File: src/rtl/pmod_adc_responder.sv
// Far end of the PmodADC SAR link: DAC shift/latch, S/H and comparator.
// Define PMOD_ADC_RESP_FRAME_CHECK_EN to build the frame-length checker.
module pmod_adc_responder #(
  parameter int DATA_W      = 16,
  parameter int SYNC_STAGES = 2
) (
  input  logic              clk_i,
  input  logic              reset_i,
  input  logic              ADC_SH_i,
  input  logic              ADC_Ser_i,
  input  logic              ADC_SClk_i,
  input  logic              ADC_LClk_i,
  output logic              ADC_Comp_o,
  input  logic [DATA_W-1:0] analog_val_i,
  output logic [DATA_W-1:0] sample_o,
  output logic [DATA_W-1:0] dac_code_o,
  output logic [15:0]       frame_cnt_o,
  output logic              frame_err_o
);

  // Pin order: 0 SH, 1 Ser, 2 SClk, 3 LClk
  logic [SYNC_STAGES-1:0][3:0] sync_q, sync_d;
  logic [3:0]        hist_q, hist_d;
  logic [3:0]        pins, sync_out;
  logic              sclk_rise, lclk_rise;
  logic [DATA_W-1:0] shreg_q, shreg_d;
  logic [DATA_W-1:0] dac_q, dac_d;
  logic [DATA_W-1:0] sample_q, sample_d;
  logic [15:0]       frame_cnt_q, frame_cnt_d;
  logic              comp_q, comp_d;

  assign pins     = {ADC_LClk_i, ADC_SClk_i, ADC_Ser_i, ADC_SH_i};
  assign sync_out = sync_q[SYNC_STAGES-1];

  always_comb begin
    sync_d      = {sync_q[SYNC_STAGES-2:0], pins};
    hist_d      = sync_out;
    sclk_rise   = sync_out[2] & ~hist_q[2];
    lclk_rise   = sync_out[3] & ~hist_q[3];
    shreg_d     = shreg_q;
    dac_d       = dac_q;
    frame_cnt_d = frame_cnt_q;
    sample_d    = sample_q;
    comp_d      = (dac_q <= sample_q);
    if (sclk_rise)
      shreg_d = {sync_out[1], shreg_q[DATA_W-1:1]};
    // Latch sees the pre-shift register on a coincident SClk rise
    if (lclk_rise) begin
      dac_d       = shreg_q;
      frame_cnt_d = frame_cnt_q + 16'd1;
    end
    if (sync_out[0])
      sample_d = analog_val_i;
  end

  always_ff @(posedge clk_i) begin
    if (reset_i) begin
      sync_q      <= '0;
      hist_q      <= '0;
      shreg_q     <= '0;
      dac_q       <= '0;
      sample_q    <= '0;
      frame_cnt_q <= '0;
      comp_q      <= 1'b1;
    end else begin
      sync_q      <= sync_d;
      hist_q      <= hist_d;
      shreg_q     <= shreg_d;
      dac_q       <= dac_d;
      sample_q    <= sample_d;
      frame_cnt_q <= frame_cnt_d;
      comp_q      <= comp_d;
    end
  end

  assign dac_code_o  = dac_q;
  assign sample_o    = sample_q;
  assign frame_cnt_o = frame_cnt_q;
  assign ADC_Comp_o  = comp_q;

`ifdef PMOD_ADC_RESP_FRAME_CHECK_EN
  localparam int CNT_W = $clog2(2 * DATA_W);
  localparam logic [CNT_W-1:0] CNT_MAX  = CNT_W'(2 * DATA_W - 1);
  localparam logic [CNT_W-1:0] CNT_FULL = CNT_W'(DATA_W);

  logic [CNT_W-1:0] bit_cnt_q, bit_cnt_d;
  logic             frame_err_q, frame_err_d;

  always_comb begin
    bit_cnt_d   = bit_cnt_q;
    frame_err_d = lclk_rise & (bit_cnt_q != CNT_FULL);
    // A coincident shift belongs to the next frame
    if (lclk_rise)
      bit_cnt_d = sclk_rise ? CNT_W'(1) : '0;
    else if (sclk_rise && bit_cnt_q != CNT_MAX)
      bit_cnt_d = bit_cnt_q + CNT_W'(1);
  end

  always_ff @(posedge clk_i) begin
    if (reset_i) begin
      bit_cnt_q   <= '0;
      frame_err_q <= 1'b0;
    end else begin
      bit_cnt_q   <= bit_cnt_d;
      frame_err_q <= frame_err_d;
    end
  end

  assign frame_err_o = frame_err_q;
`else
  assign frame_err_o = 1'b0;
`endif

endmodule

File: config.mk
export PLATFORM = sky130hd
export DESIGN_NAME = pmod_adc_responder
export DESIGN_NICKNAME = d
export VERILOG_FILES = /design/src/rtl/pmod_adc_responder.sv
export SDC_FILE = /design/constraint.sdc
export NUM_CORES = 1
export LEC_CHECK = 0
export CORE_MARGIN = 1
export CORE_UTILIZATION = 32
export CTS_CLUSTER_DIAMETER = 200
export CTS_CLUSTER_SIZE = 10
export DETAILED_ROUTE_END_ITERATION = 12
export GPL_TIMING_DRIVEN = 0
export PLACE_DENSITY_LB_ADDON = 0.25
export SETUP_SLACK_MARGIN = 0.05
export SYNTH_ARGS = -nofsm -noshare
export SYNTH_HDL_FRONTEND = slang
export SYNTH_SLANG_ARGS = --single-unit
File: constraint.sdc
create_clock -name clk_i -period 2.1 [get_ports clk_i]
set_clock_uncertainty 0.1 [all_clocks]
set_input_delay 0.21 -clock clk_i [delete_from_list [all_inputs] [get_ports clk_i]]
set_output_delay 0.21 -clock clk_i [all_outputs]
set_load 0.02 [all_outputs]
==> run_results.csv <==
group,metric,value,unit
worst_setup_path,critPathLaunch,"sample_o[14]",
route,vias_per_cell,4.39,
cells_and_area,area_growth,35.7,%
cells_and_area,fin_area,4220,um2
floorplanning,boundaryPins,72,
global_route,grt_pass1_wl,11.2,mm
synth,synth_edf_count,0,
clocking,cts_resized,0,
worst_setup_path,critPathRequiredTime,2.22,ns
route,drc,0,
flow_run,drv_cap,0,
floorplanning,rows,35,
route,dr.pass1.iters,4,
status,status,"complete, no violations",
sta,setup_viol,0,
hold_path,min-delay-path-class,"in2reg",
worst_setup_path,critical_path.max_fanout,3,
route,drtIter0Drc,72,
placement,numPortBuffers,70,
sta,timing.fmax,542,MHz
floorplanning,fp.dieArea,10100,um2
synth,syn_nets,396,
floorplanning,start_util,33.3,%
hold_path,holdPathStages,2,
global_route,antenna_found_initial,0,
worst_setup_path,crit_type,"reg2reg",
worst_setup_path,critPathCapture,"ADC_Comp_o",
synth,ys_seq_area_share,48.3,%
worst_setup_path,arrival,1.97,ns
clocking,clkSinkCount,75,
clocking,cts_hold_buf,0,
clocking,htreeDepth,3,
global_route,grt_overflow_total,0,
hold_path,hold_start,"ADC_Ser_i",
clocking,root_buffer,"clkbuf_8",
sta,rsz0062_at_grt,"false",
placement,place_ws,0.0564,ns
placement,placed_cell_area,3970,um2
sta,finalHoldViolations,0,
synth,syn_avg_cell_area,8.71,um2
worst_setup_path,start_kind,"register",
sta,slew_headroom,64.6,%
synth,synth_cell_types,37,
synth,ys.flop_type,"dfxtp_1",
clocking,cts_inserted_buffers,9,
synth,async_flop_share,0,%
global_route,grt_usage,14.0,%
floorplanning,die_x,101,um
worst_setup_path,rr_worst_depth,6,
sta,fin_ws,0.257,ns
cells_and_area,antennaDiodeCount,0,
route,wl_per_cell,11.7,um
sta,worst_pin_slew,0.530,ns
worst_setup_path,rrSetupSlack,0.26,ns
cells_and_area,final_layout_size_suffix_gt1_share,6.33,%
power,power.density,719,nW/um2
route,ant_nets,0,
clocking,post_cts_buffers,0,
synth,synth_area,3110,um2
route,totalWireLength,6.66,mm
placement,place_hpwl,5.04,mm
power,ir_drop,305,uV
sta,timing.final.crit_share,87.8,%
synth,yosys_warnings,0,
power,power.leakage,0.00151,uW
clocking,clkTransAtPathRegs,0.07,ns
synth,synthCells,357,
global_route,first_global_vias,2369,
route,vias,2507,
sta,min_period,1.84,ns
sta,timing.setup.tns,0,ns
floorplanning,die_h,101,um
worst_setup_path,reg2reg_from,"sample_o[14]",
synth,ys_seq_elements,75,
floorplanning,coreArea,9330,um2
worst_setup_path,critPathCaptureType,"register",
cells_and_area,nets,477,
placement,gp_congestion,0.750,
sta,drv_slew,0,
worst_setup_path,r2r-end,"ADC_Comp_o",
clocking,clock_latency,0.34,ns
clocking,clk_path_buf_depth,2,
clocking,cts_tree,"done",
global_route,grt_max_degree,13,
[synth_stat cells (all sizes together), types with 3 or more instances]
master	n	share of area, %
a21oi	43	6.9
buf	8	1.2
clkbuf	11	1.3
dfxtp	75	48
ha	17	6.8
inv	18	2.2
mux2	4	1.4
mux2i	16	5.2
nand2	74	9.0
nand3	6	1.1
nand4	6	1.7
nor2	30	3.6
nor2b	16	3.2
nor3	3	0.48
o21ai	4	0.64
or3	3	0.60
xor2	7	2.0
[worst min path at each step]
stage / endpoint / slack, ns
4_1_cts: sync_d[5] / 0.30
3_5_place_dp: hist_d[0] / 0.32
3_3_place_gp: hist_d[2] / 0.32
2_1_floorplan: sync_d[4] / 0.24
6_report: sync_d[5] / 0.32
5_1_grt: sync_d[5] / 0.31
[registers in the layout, indices dropped and copies added (netlist names)]
signal / count
sample_o: 16
sync_d: 4
dac_code_o: 16
hist_q: 2
ADC_Comp_o: 1
frame_cnt_o: 16
shreg_q: 16
hist_d: 4
[placed cells by master (no fill, tap or decap), types with 2 or more instances in the layout]
master / count
ha_1: 17
nand4_1: 5
nand2b_1: 2
nor3_1: 3
mux2_2: 3
o21ai_0: 4
nand2_1: 73
nand3_1: 5
a21oi_1: 43
clkbuf_1: 11
clkdlybuf4s50_1: 70
buf_2: 3
or3_1: 3
clkbuf_8: 11
inv_1: 18
nor2_1: 30
bufinv_16: 3
mux2i_1: 16
and4b_1: 2
dfxtp_1: 75
buf_1: 4
nor2b_1: 16
xor2_1: 7
[routing by layer]
metal	share of wire (%)	track usage, %	wire length, um
met1	50	17.8	3340
met5	0	0	0
met2	45	23.2	2990
met4	1.1	4.01	72
met3	3.9	3.88	261
[critical path: stages, from the launching register on]
cell and delay (ns):
dfxtp_1 0.35, inv_1 0.06, ha_1 0.31, nand4_1 0.17
nor4_1 0.41, a21boi_0 0.24, o31ai_1 0.09
[through the flow]
step                      hold WS, ns  total power [uW]  utilization, %  cells
after detailed placement        0.323              1700            42.6    556
after global routing            0.308              3160            45.2    571
after CTS                       0.303              3070            45.2    571
after floorplan                 0.238              1600               -    357
final                           0.321              3030            45.2    571
after global placement          0.323              1700            42.6    556
[report_power, final]
| group | leakage [uW] | switching [uW] | internal [uW] |
|---|---|---|---|
| sequential | 0.000607 | 14.4 | 1440 |
| combinational | 0.000785 | 107 | 101 |
| clock | 0.000122 | 520 | 848 |
[final cells by class]
| type | count | area [um2] |
|---|---|---|
| buffer | 19 | 78.8 |
| fill | 950 | 5110 |
| inverter | 18 | 67.6 |
| sequential | 75 | 1500 |
| clock buffer | 11 | 151 |
| clock inverter | 4 | 97.6 |
| multi-input combinational | 245 | 1460 |
| timing repair buffer | 70 | 701 |
| tap | 129 | 161 |
[logic make-up (layout without fill, tap and decap cells)]
logic type	count (synthesis)	in the layout	synth area share, %
simple gates	147	147	22.3
fa+ha+maj	17	17	6.84
other cells	1	1	0.121
mux	20	20	6.60
flops	75	75	48.3
compound gates	52	52	8.86
xor+xnor	8	8	2.25
buf+inv	37	122	4.71
Note: power is estimated with default switching activity, not from simulation.
